`config.mk`:
```
export PLATFORM = sky130hd
export DESIGN_NAME = jtframe_bcd2bin
export DESIGN_NICKNAME = d
export VERILOG_FILES = /design/src/rtl/jtframe_bcd2bin_pkg.sv /design/src/rtl/jtframe_bcd2bin.sv
export SDC_FILE = /design/constraint.sdc
export NUM_CORES = 1
export LEC_CHECK = 0
export CORE_ASPECT_RATIO = 0.5
export CORE_MARGIN = 10
export CORE_UTILIZATION = 50
export CTS_CLUSTER_SIZE = 28
export DETAILED_ROUTE_END_ITERATION = 7
export MAX_ROUTING_LAYER = met4
export PLACE_DENSITY = 0.73
export SLEW_MARGIN = 20
export SYNTH_ARGS = -nofsm -noshare
export SYNTH_HDL_FRONTEND = slang
export SYNTH_SLANG_ARGS = --single-unit
export TNS_END_PERCENT = 20
```
`constraint.sdc`:
```
create_clock -name clk -period 3.1 [get_ports clk]
set_input_delay 0.62 -clock clk [delete_from_list [all_inputs] [get_ports clk]]
set_output_delay 0.62 -clock clk [all_outputs]
set_load 0.05 [all_outputs]
```
`src/rtl/jtframe_bcd2bin_pkg.sv`:
```
// jtframe_bcd2bin_pkg: BCD digit constants and result-width helper for BCD blocks.
package jtframe_bcd2bin_pkg;
    localparam logic [3:0] DIGIT_MAX = 4'd9;

    // Smallest result width able to hold 10^digits-1.
    function automatic int min_bw(input int digits);
        longint v;
        v = 1;
        for (int i = 0; i < digits; i++) v = v * 10;
        return $clog2(v);
    endfunction
endpackage

```
`src/rtl/jtframe_bcd2bin.sv`:
```
// jtframe_bcd2bin: sequential BCD to binary converter, one digit per clock, MSD first.
module jtframe_bcd2bin
    import jtframe_bcd2bin_pkg::*;
#(
    parameter int DIGITS = 4,
    parameter int BW     = 14
)(
    input  logic                rst,
    input  logic                clk,
    input  logic                start,
    input  logic [DIGITS*4-1:0] bcd,
    output logic                busy,
    output logic                done,
    output logic [BW-1:0]       bin,
    output logic                err
);
    localparam int CW = DIGITS > 1 ? $clog2(DIGITS) : 1;

    logic                r_busy, r_done, r_err, r_eflag;
    logic [BW-1:0]       r_bin, r_acc;
    logic [CW-1:0]       r_cnt;
    logic [DIGITS*4-1:0] r_sr;
    logic [3:0]          w_d;
    logic [BW-1:0]       w_acc_nx;
    logic                w_eflag;

    assign w_d      = r_sr[DIGITS*4-1 -: 4];
    // Invalid digits are accumulated raw; only the error flag reports them.
    assign w_acc_nx = (r_acc << 3) + (r_acc << 1) + BW'(w_d);
    assign w_eflag  = r_eflag | (w_d > DIGIT_MAX);

    always_ff @(posedge clk or posedge rst) begin
        if (rst) begin
            r_busy  <= 1'b0;
            r_done  <= 1'b0;
            r_bin   <= '0;
            r_err   <= 1'b0;
            r_acc   <= '0;
            r_cnt   <= '0;
            r_sr    <= '0;
            r_eflag <= 1'b0;
        end else begin
            r_done <= 1'b0;
            if (!r_busy) begin
                if (start) begin
                    r_busy  <= 1'b1;
                    r_sr    <= bcd;
                    r_acc   <= '0;
                    r_cnt   <= CW'(DIGITS - 1);
                    r_eflag <= 1'b0;
                end
            end else begin
                r_acc   <= w_acc_nx;
                r_sr    <= r_sr << 4;
                r_eflag <= w_eflag;
                r_cnt   <= r_cnt - 1'b1;
                if (r_cnt == '0) begin
                    r_busy <= 1'b0;
                    r_done <= 1'b1;
                    r_bin  <= w_acc_nx;
                    r_err  <= w_eflag;
                end
            end
        end
    end

    assign busy = r_busy;
    assign done = r_done;
    assign bin  = r_bin;
    assign err  = r_err;
endmodule

```
==> impl_metrics.env <==
export IMPL_required_ns=3.29
export IMPL_maxSlewViolCount=0
export IMPL_first_pass_iters=4
export IMPL_ys_flop_type="dfrtp_1"
export IMPL_die_h_um=72.2
export IMPL_core_area_um2=5090
export IMPL_syn_area_um2=2720
export IMPL_clk_path_buf_depth=2
export IMPL_yosysWarnings=0
export IMPL_critPathBufInv=1
export IMPL_cts_root_buffer="clkbuf_8"
export IMPL_cp_depth=8
export IMPL_reg2reg_depth=8
export IMPL_hold_depth=2
export IMPL_hold_path_class="flip-flop to flip-flop"
export IMPL_cts_resized=0
export IMPL_yosys_area_top_type="dfrtp_1"
export IMPL_antenna_found_initial=0
export IMPL_use_met2=0.215
export IMPL_area_delta_synth_final_pct=19.1
export IMPL_diodes=0
export IMPL_post_cts_setup_buffers=0
export IMPL_cts_sinks=49
export IMPL_maxCapViolations=0
export IMPL_hold_viol=0
export IMPL_crit_top_cell="fa_1"
export IMPL_path_delay_family="adder cells"
export IMPL_crit_slowest_cell="fa_1"
export IMPL_synth_seq_cells=49
export IMPL_setup_violations=0
export IMPL_period_share=0.835
export IMPL_synth_async_reset_ratio=1.00
export IMPL_final_layout_size_suffix_gt1_frac=0.0903
export IMPL_cp_arrival_ns=2.78
export IMPL_cts_tree="yes"
export IMPL_drc=0
export IMPL_vias=2030
export IMPL_grt_usage=0.137
export IMPL_fin_hold_ws_ns=0.481
export IMPL_fp_row_count=18
export IMPL_outcome="completed"
export IMPL_clk_latency_ns=0.30
export IMPL_dp_hpwl_um=4350
export IMPL_met3_usage=0.0283
export IMPL_drtAntennaViolNets=0
export IMPL_synth_top_area_frac=0.450
export IMPL_slew_headroom=0.525
export IMPL_path_clk_slew_ns=0.09
export IMPL_globalRouteMet1Util=0.175
export IMPL_avgSynthCellArea_um2=10.4
export IMPL_first_iter_violations=136
export IMPL_seq_area_frac_synth=0.450
export IMPL_cts_hold_buffers_added=0
export IMPL_h_tree_depth=2
export IMPL_start_kind="flip-flop"
export IMPL_port_buffers=35
export IMPL_synth_cells=263
export IMPL_grt_overflow_total=0
export IMPL_yosys_top_cells_area="dfrtp_1 (45%), ha_1 (11%), mux2i_1 (6.3%)"
export IMPL_worst_setup_path_end_kind="flip-flop"
export IMPL_netlist_top_cells_count="dfrtp_1 (49), nand2_1 (37), ha_1 (23)"
export IMPL_initial_core_util=0.535
export IMPL_die_area_um2=8980
export IMPL_yosysMostFrequentCell="dfrtp_1"
export IMPL_synth_cell_types=48
export IMPL_avgRoutedWirePerCell_um=15.7
export IMPL_num_io_pins=36
export IMPL_period_minus_slack_ns=2.59
export IMPL_rsz0062_at_grt="false"
export IMPL_wl_um=5780
export IMPL_cp_max_fo=4
export IMPL_viasPerCell=5.50
export IMPL_synth_nets=307
export IMPL_grt_pass1_vias=2099
export IMPL_grt_max_degree=51
export IMPL_synth_edf_count=0
export IMPL_cp_cell_sequence="inv_1, fa_1, fa_1, nor2b_1, o2111ai_1, o211ai_1, nor2_1, a211o_1"
export IMPL_globalplace_congestion=0.923
export IMPL_worst_pin_slew_ns=0.710
export IMPL_grt_busiest_layer="met2"
export IMPL_worstSetupPathType="flip-flop to flip-flop"
export IMPL_dp_cells=361
export IMPL_max_freq_ghz=0.386
export IMPL_numCtsBuffers=5
export IMPL_finalNonFillerCells=369
export IMPL_die_x_um=124
export IMPL_slowest_delay_ns=0.53
export IMPL_nets=342
export IMPL_fin_tns_setup_ns=0
export IMPL_grt_pass1_wl_um=10100
export IMPL_clock_skew_ns=0.00511
==> placed cells by master (no fill, tap or decap), types with 2 or more instances in the layout <==
master           netlist  final
a21oi_1                8      8
a21oi_2                2      2
a22o_1                 7      7
a31o_1                 2      2
and3_1                 4      4
buf_4                  0      6
clkbuf_8               1      6
clkdlybuf4s50_1        0     34
dfrtp_1               49     49
fa_1                   2      2
ha_1                  23     23
inv_1                 16     15
mux2_2                 4      4
mux2i_1               17     17
nand2_1               37     37
nand3_1                3      3
nor2_1                14     14
nor2b_1                3      3
nor3_1                 3      3
o211ai_1               3      3
o21ai_0               21     21
o31ai_1                2      2
xnor2_1                6      6
xor2_1                 3      3
==> final timing paths <==
path | to | slack [ns] | startpoint
max | bin[10]$_DFFE_PP0P_ | 0.51 | r_acc[0]$_DFFE_PP0P_
min | bin[2]$_DFFE_PP0P_ | 0.48 | bin[2]$_DFFE_PP0P_
max reg2reg | bin[10]$_DFFE_PP0P_ | 0.51 | r_acc[0]$_DFFE_PP0P_
min reg2reg | bin[2]$_DFFE_PP0P_ | 0.48 | bin[2]$_DFFE_PP0P_
max in group asynchronous | r_cnt[1]$_DFFE_PP0P_ | 1.76 | rst
min in group asynchronous | r_sr[0]$_DFFE_PP0P_ | 0.69 | rst
==> kinds of logic (layout without fill, tap and decap cells) <==
kind of cell,after synthesis,count (layout),share of synthesized area
AO/OA/AOI/OAI,59,59,0.151
XOR/XNOR,9,9,0.0290
adder cells (fa/ha/maj),25,25,0.120
buffers and inverters,28,64,0.0487
flip-flops,49,49,0.450
multiplexers,22,22,0.0846
AND/OR/NAND/NOR,71,71,0.116
==> tightest hold or removal path, stage by stage, from the launching register on <==
cell	delay [ns]
dfrtp_1	0.35
nand2_1	0.05
nand2_1	0.06
==> routing by layer <==
layer	share of wire	vias up
met1	0.49	977
met4	0.013	0
met5	0	-
li1	-	989
met2	0.45	57
met3	0.043	7
==> per-stage QoR <==
stage	area, µm²	util	setup WS [ns]
after floorplan	2720	-	0.744
after global placement	3120	0.614	0.624
after detailed placement	3120	0.614	0.540
after CTS	3240	0.637	0.511
after global routing	3240	0.637	0.314
final	3240	0.637	0.512
==> flip-flops by register name (all words and copies together) (netlist names) <==
register and cells:
busy 1, bin 14, r_eflag 1, err 1, r_acc 13, r_sr 16
done 1, r_cnt 2
==> final cells by class <==
type	instances	area, µm²
Sequential cell	49	1230
Tap cell	70	87.6
Multi-Input combinational cell	186	1360
Timing Repair Buffer	40	385
Clock inverter	2	37.5
Inverter	16	60.1
Clock buffer	6	82.6
Fill cell	441	1850
Power is not shown: default switching activity piles up to over one toggle a cycle in this logic, so the estimate is an artifact.
